### config.mk
export PLATFORM = sky130hd
export DESIGN_NAME = h14tx_pll_lock_ctrl
export DESIGN_NICKNAME = d
export VERILOG_FILES = /design/src/rtl/h14tx_pkg.sv /design/src/rtl/h14tx_sync_bit.sv /design/src/rtl/h14tx_pll_lock_ctrl.sv
export SDC_FILE = /design/constraint.sdc
export NUM_CORES = 1
export LEC_CHECK = 0
export CELL_PAD_IN_SITES_DETAIL_PLACEMENT = 2
export CELL_PAD_IN_SITES_GLOBAL_PLACEMENT = 2
export CORE_UTILIZATION = 34
export DETAILED_ROUTE_END_ITERATION = 8
export GPL_ROUTABILITY_DRIVEN = 0
export PLACE_DENSITY = 0.73
export SETUP_SLACK_MARGIN = 0.3
export SLEW_MARGIN = 20
export SYNTH_ARGS = -nofsm -noshare
export SYNTH_HDL_FRONTEND = slang
export SYNTH_SLANG_ARGS = --single-unit
export TNS_END_PERCENT = 1
### constraint.sdc
create_clock -name clk -period 2 [get_ports clk]
set_input_delay 0.5 -clock clk [delete_from_list [all_inputs] [get_ports clk]]
set_output_delay 0.5 -clock clk [all_outputs]
set_load 0.02 [all_outputs]
### src/rtl/h14tx_pkg.sv
// Shared types and default timing for the TMDS PLL lock controller.
package h14tx_pkg;

   typedef enum logic [2:0] {
      PllReset,
      WaitLock,
      Debounce,
      Locked,
      Failed
   } lock_state_t;

   localparam int unsigned DEF_RESET_CYCLES    = 16;
   localparam int unsigned DEF_LOCK_TIMEOUT    = 1024;
   localparam int unsigned DEF_DEBOUNCE_CYCLES = 64;
   localparam int unsigned DEF_RETRY_W         = 4;
   localparam int unsigned DEF_MAX_RETRIES     = 8;

   function automatic int unsigned max3(input int unsigned a, input int unsigned b,
                                        input int unsigned c);
      int unsigned m;
      m = (a > b) ? a : b;
      return (m > c) ? m : c;
   endfunction

endpackage

### src/rtl/h14tx_sync_bit.sv
// Two-flop synchroniser for level signals crossing into clk; resets to 0.
module h14tx_sync_bit #(
   parameter int unsigned WIDTH = 1
) (
   input  logic             clk,
   input  logic             rst_n,
   input  logic [WIDTH-1:0] d,
   output logic [WIDTH-1:0] q
);

   logic [WIDTH-1:0] meta;

   always_ff @(posedge clk or negedge rst_n) begin
      if (!rst_n) begin
         meta <= '0;
         q    <= '0;
      end else begin
         meta <= d;
         q    <= meta;
      end
   end

endmodule

### src/rtl/h14tx_pll_lock_ctrl.sv
// TMDS PLL reset sequencing and lock qualification on the reference clock.
// Define H14TX_LOCK_RETRY_LIMIT_EN to stop retrying after MAX_RETRIES timeouts.
module h14tx_pll_lock_ctrl
   import h14tx_pkg::*;
#(
   parameter int unsigned RESET_CYCLES    = DEF_RESET_CYCLES,
   parameter int unsigned LOCK_TIMEOUT    = DEF_LOCK_TIMEOUT,
   parameter int unsigned DEBOUNCE_CYCLES = DEF_DEBOUNCE_CYCLES,
   parameter int unsigned RETRY_W         = DEF_RETRY_W,
   parameter int unsigned MAX_RETRIES     = DEF_MAX_RETRIES
) (
   input  logic               clk,
   input  logic               rst_n,
   input  logic               pll_lock_raw,
   input  logic               force_relock,
   input  logic               clr_status,
   output logic               pll_rst,
   output logic               lock,
   output logic               lock_lost,
   output logic [RETRY_W-1:0] retry_count,
   output logic               fail
);

   localparam int unsigned CNT_W = $clog2(max3(RESET_CYCLES, LOCK_TIMEOUT, DEBOUNCE_CYCLES));

   if (RESET_CYCLES < 2 || LOCK_TIMEOUT < 2 || DEBOUNCE_CYCLES < 2 || MAX_RETRIES < 1)
   begin : g_bad_params
      $error("h14tx_pll_lock_ctrl: timing parameters must be >= 2, MAX_RETRIES >= 1");
   end

   lock_state_t        state_q, state_d;
   logic [CNT_W-1:0]   cnt_q;
   logic [RETRY_W-1:0] retry_next;
   logic               lock_s;
   logic               timeout;
   logic               loss;
   logic               retry_clr;

   h14tx_sync_bit #(
      .WIDTH (1)
   ) u_lock_sync (
      .clk   (clk),
      .rst_n (rst_n),
      .d     (pll_lock_raw),
      .q     (lock_s)
   );

   always_comb begin
      state_d    = state_q;
      timeout    = 1'b0;
      loss       = 1'b0;
      retry_clr  = 1'b0;
      retry_next = (retry_count == '1) ? retry_count : retry_count + 1'b1;

      if (force_relock && state_q != PllReset) begin
         state_d = PllReset;
`ifdef H14TX_LOCK_RETRY_LIMIT_EN
         retry_clr = (state_q == Failed);
`endif
      end else begin
         unique case (state_q)
            PllReset: begin
               if (cnt_q == CNT_W'(RESET_CYCLES - 1)) state_d = WaitLock;
            end
            WaitLock: begin
               // A lock arriving on the timeout cycle takes precedence over the retry.
               if (lock_s) begin
                  state_d = Debounce;
               end else if (cnt_q == CNT_W'(LOCK_TIMEOUT - 1)) begin
                  timeout = 1'b1;
                  state_d = PllReset;
`ifdef H14TX_LOCK_RETRY_LIMIT_EN
                  if (retry_next == RETRY_W'(MAX_RETRIES)) state_d = Failed;
`endif
               end
            end
            Debounce: begin
               if (!lock_s) begin
                  state_d = WaitLock;
               end else if (cnt_q == CNT_W'(DEBOUNCE_CYCLES - 1)) begin
                  state_d = Locked;
               end
            end
            Locked: begin
               if (!lock_s) begin
                  loss    = 1'b1;
                  state_d = PllReset;
               end
            end
            Failed: begin
`ifndef H14TX_LOCK_RETRY_LIMIT_EN
               state_d = PllReset;
`endif
            end
            default: state_d = PllReset;
         endcase
      end
   end

   // Outputs are registered from the next state so they change with the state register.
   always_ff @(posedge clk or negedge rst_n) begin
      if (!rst_n) begin
         state_q     <= PllReset;
         cnt_q       <= '0;
         pll_rst     <= 1'b1;
         lock        <= 1'b0;
         lock_lost   <= 1'b0;
         retry_count <= '0;
`ifdef H14TX_LOCK_RETRY_LIMIT_EN
         fail        <= 1'b0;
`endif
      end else begin
         state_q <= state_d;
         cnt_q   <= (state_d != state_q) ? '0 : cnt_q + 1'b1;
         pll_rst <= (state_d == PllReset) || (state_d == Failed);
         lock    <= (state_d == Locked);
         if (loss) begin
            lock_lost <= 1'b1;
         end else if (clr_status) begin
            lock_lost <= 1'b0;
         end
         if (retry_clr) begin
            retry_count <= '0;
         end else if (timeout) begin
            retry_count <= retry_next;
         end
`ifdef H14TX_LOCK_RETRY_LIMIT_EN
         fail <= (state_d == Failed);
`endif
      end
   end

`ifndef H14TX_LOCK_RETRY_LIMIT_EN
   assign fail = 1'b0;
`endif

endmodule

==> flow_summary.yaml <==
route:
  met1Wirelength_mm: 1.39
  totalWireLength_mm: 2.93
  routedWlPerCell_um: 16.5
  route.detailed.drc: 0
  firstDrtPassIters: 3
  vias: 904
  wl_met2_mm: 1.42
  drtIter0Drc: 11
  viasPerCell: 5.11
  wl_met3_um: 53
  ant_nets: 0
  topRoutingLayerUsed: "met4"
clock_tree:
  cts_buffers: 3
  clkLatencyLatePin_ns: 0.31
  ctsHtreeMaxLevel: 1
  cts_tree: "yes"
  path_clk_slew_ns: 0.12
  clock_path_buffers: 2
  clock_sinks: 22
  root_buffer: "clkbuf_4"
  hold_buffers: 0
global_route:
  grt_util_all_layers: 0.194
  grt_pass1_vias: 1044
  overflow: 0
  grt_max_degree: 23
  grt_pass1_wl_mm: 4.90
  antenna_found_initial: 0
layout:
  nets: 141
  final_cell_mix: "20 x dfrtp_1, 15 x nand2_1, 9 x clkdlybuf4s50_1, 9 x buf_4"
  final_common_cell: "dfrtp_1"
  diodes: 0
  final_area_um2: 1400
  syn_to_final_growth_pct: 26.5
  drive_gt1_frac: 0.188
  fin_util: 0.454
critical_path:
  critical_path_class: "flop to output port"
  crit_start: "retry_count[2]$_DFFE_PN0P_"
  ff2ff_path_depth: 7
  crit_buf_inv: 1
  worst-path-stages: 1
  path_max_fanout: 4
  r2r-start: "cnt_q[1]$_DFF_PN0_"
  worstPathCellList: "clkdlybuf4s50_1"
  r2r_slack_ns: 0.13
  cp_slowest_stage_delay_ns: 0.63
  rr_endpoint: "cnt_q[3]$_DFF_PN0_"
  crit_path_end: "retry_count[2]"
  crit_family: "buffers and inverters"
  endpoint_kind: "output port"
  cpMaxStageDelayCell: "clkdlybuf4s50_1"
  arrival_ns: 1.38
  start_kind: "flop"
  required_ns: 1.50
timing:
  period_share: 0.939
  timing_hold_violations_final: 0
  rsz0062_at_grt: "yes"
  setup_violations: 0
  final.min_clock_period_ns: 1.88
  worst_slack_ns: 0.123
  finalSetupTns_ns: 0
  max_freq_mhz: 533
  fin_skew_ns: 0.00326
  drv_slew: 0
logic_synthesis:
  synth.cell_area_um2: 1100
  ys_ff_latch: 22
  ys_types: 32
  avgSynthCellArea_um2: 9.94
  ys_warn_count: 0
  ys_seq_area_frac: 0.500
  netlist_instances: 111
run:
  cap_violations: 0
placed_design:
  place.port_buffers: 11
  place_area_um2: 1320
  post-place-ws_ns: -0.0551
  hpwl_mm: 2.19
die:
  io_pins: 13
  start_util: 0.359
  core_um2: 3080
  die_area_um2: 3480
  fp-row-count: 20
  die_y_um: 59.0
  die_w_um: 59.0
power:
  leakagePower_nw: 0.597
  fin_total_pwr_mw: 0.758
  pwr_density_cell_nw_per_um2: 543
  peakVddDrop_uv: 233
worst_hold_path:
  timing.hold.worst.class: "flop to flop"
run_status:
  run_status: "finished, final reports clean"
-- metrics by stage --
stage | hold slack, ns | cells
after floorplan | 0.204 | 112
after global placement | 0.336 | 173
after detailed placement | 0.339 | 173
after CTS | 0.369 | 177
after global routing | 0.372 | 177
final | 0.365 | 177
-- what timing repair did --
action	4_1_cts	5_1_grt
buffers inserted	0	0
pin swaps	0	2
hold endpoints to repair	0	0
endpoints found under the setup margin	21	22
gates resized for setup	3	8
-- area by class of cell --
class	count	area (um2)
multi-input cells	84	562
flip-flops and latches	22	553
repair buffers	20	179
well taps	44	55.1
fillers	353	1680
clock buffers	4	36.3
inverters	3	11.3
-- state kept, by name (all words and copies together), names as in the netlist --
name,cells
lock,1
u_lock_sync.meta,1
lock_lost,1
u_lock_sync.q,1
retry_count,4
cnt_q,10
pll_rst,1
state_q,3
-- worst min path at each step --
stage                                    to  cells past startpoint                        from
finish              u_lock_sync.q$_DFF_PN0_                      0  u_lock_sync.meta$_DFF_PN0_
global route        u_lock_sync.q$_DFF_PN0_                      0  u_lock_sync.meta$_DFF_PN0_
CTS                 u_lock_sync.q$_DFF_PN0_                      0  u_lock_sync.meta$_DFF_PN0_
detailed placement  u_lock_sync.q$_DFF_PN0_                      0  u_lock_sync.meta$_DFF_PN0_
global placement    u_lock_sync.q$_DFF_PN0_                      0  u_lock_sync.meta$_DFF_PN0_
floorplan                cnt_q[0]$_DFF_PN0_                      0                       rst_n
-- per-layer routing --
| layer | vias to the layer above | track usage |
|---|---|---|
| li1 | 430 | - |
| met1 | 454 | 0.248 |
| met2 | 12 | 0.331 |
| met3 | 8 | 0.0240 |
| met4 | 0 | 0.0782 |
| met5 | - | 0 |
-- report_power, final --
group	leakage, nW	internal (mW)	switching, mW
Sequential	0.293	0.453	0.00838
Clock	0.0210	0.111	0.138
Combinational	0.284	0.0202	0.0276
Total	0.597	0.584	0.174
-- synth_stat cells, drive strengths merged --
cell     n  share of area
dfrtp   21           0.48
nand2   15          0.051
nor2     7          0.024
xnor2    7          0.056
nand3    6          0.027
o21ai    5          0.023
xor2     5          0.040
a21oi    4          0.018
nand4    4          0.023
and4     3          0.024
buf      3          0.018
inv      3          0.010
nor3     3          0.014
o31ai    3          0.020
or4      3          0.020
and3     2          0.011
ha       2          0.023
nor2b    2          0.011
o211ai   2          0.018
or2      2          0.011
and2     1         0.0057
and4bb   1          0.011
conb     1         0.0034
dfstp    1          0.024
mux2     1          0.010
nand2b   1         0.0057
nor4     1         0.0057
o32ai    1         0.0079
or2b     1         0.0079
-- logic make-up after synthesis --
logic type	synth area share
simple gates	0.253
flops	0.500
compound gates	0.0873
xor+xnor	0.0952
buf+inv	0.0283
fa+ha+maj	0.0227
other cells	0.00340
mux	0.0102
(Power assumes the default switching activity.)
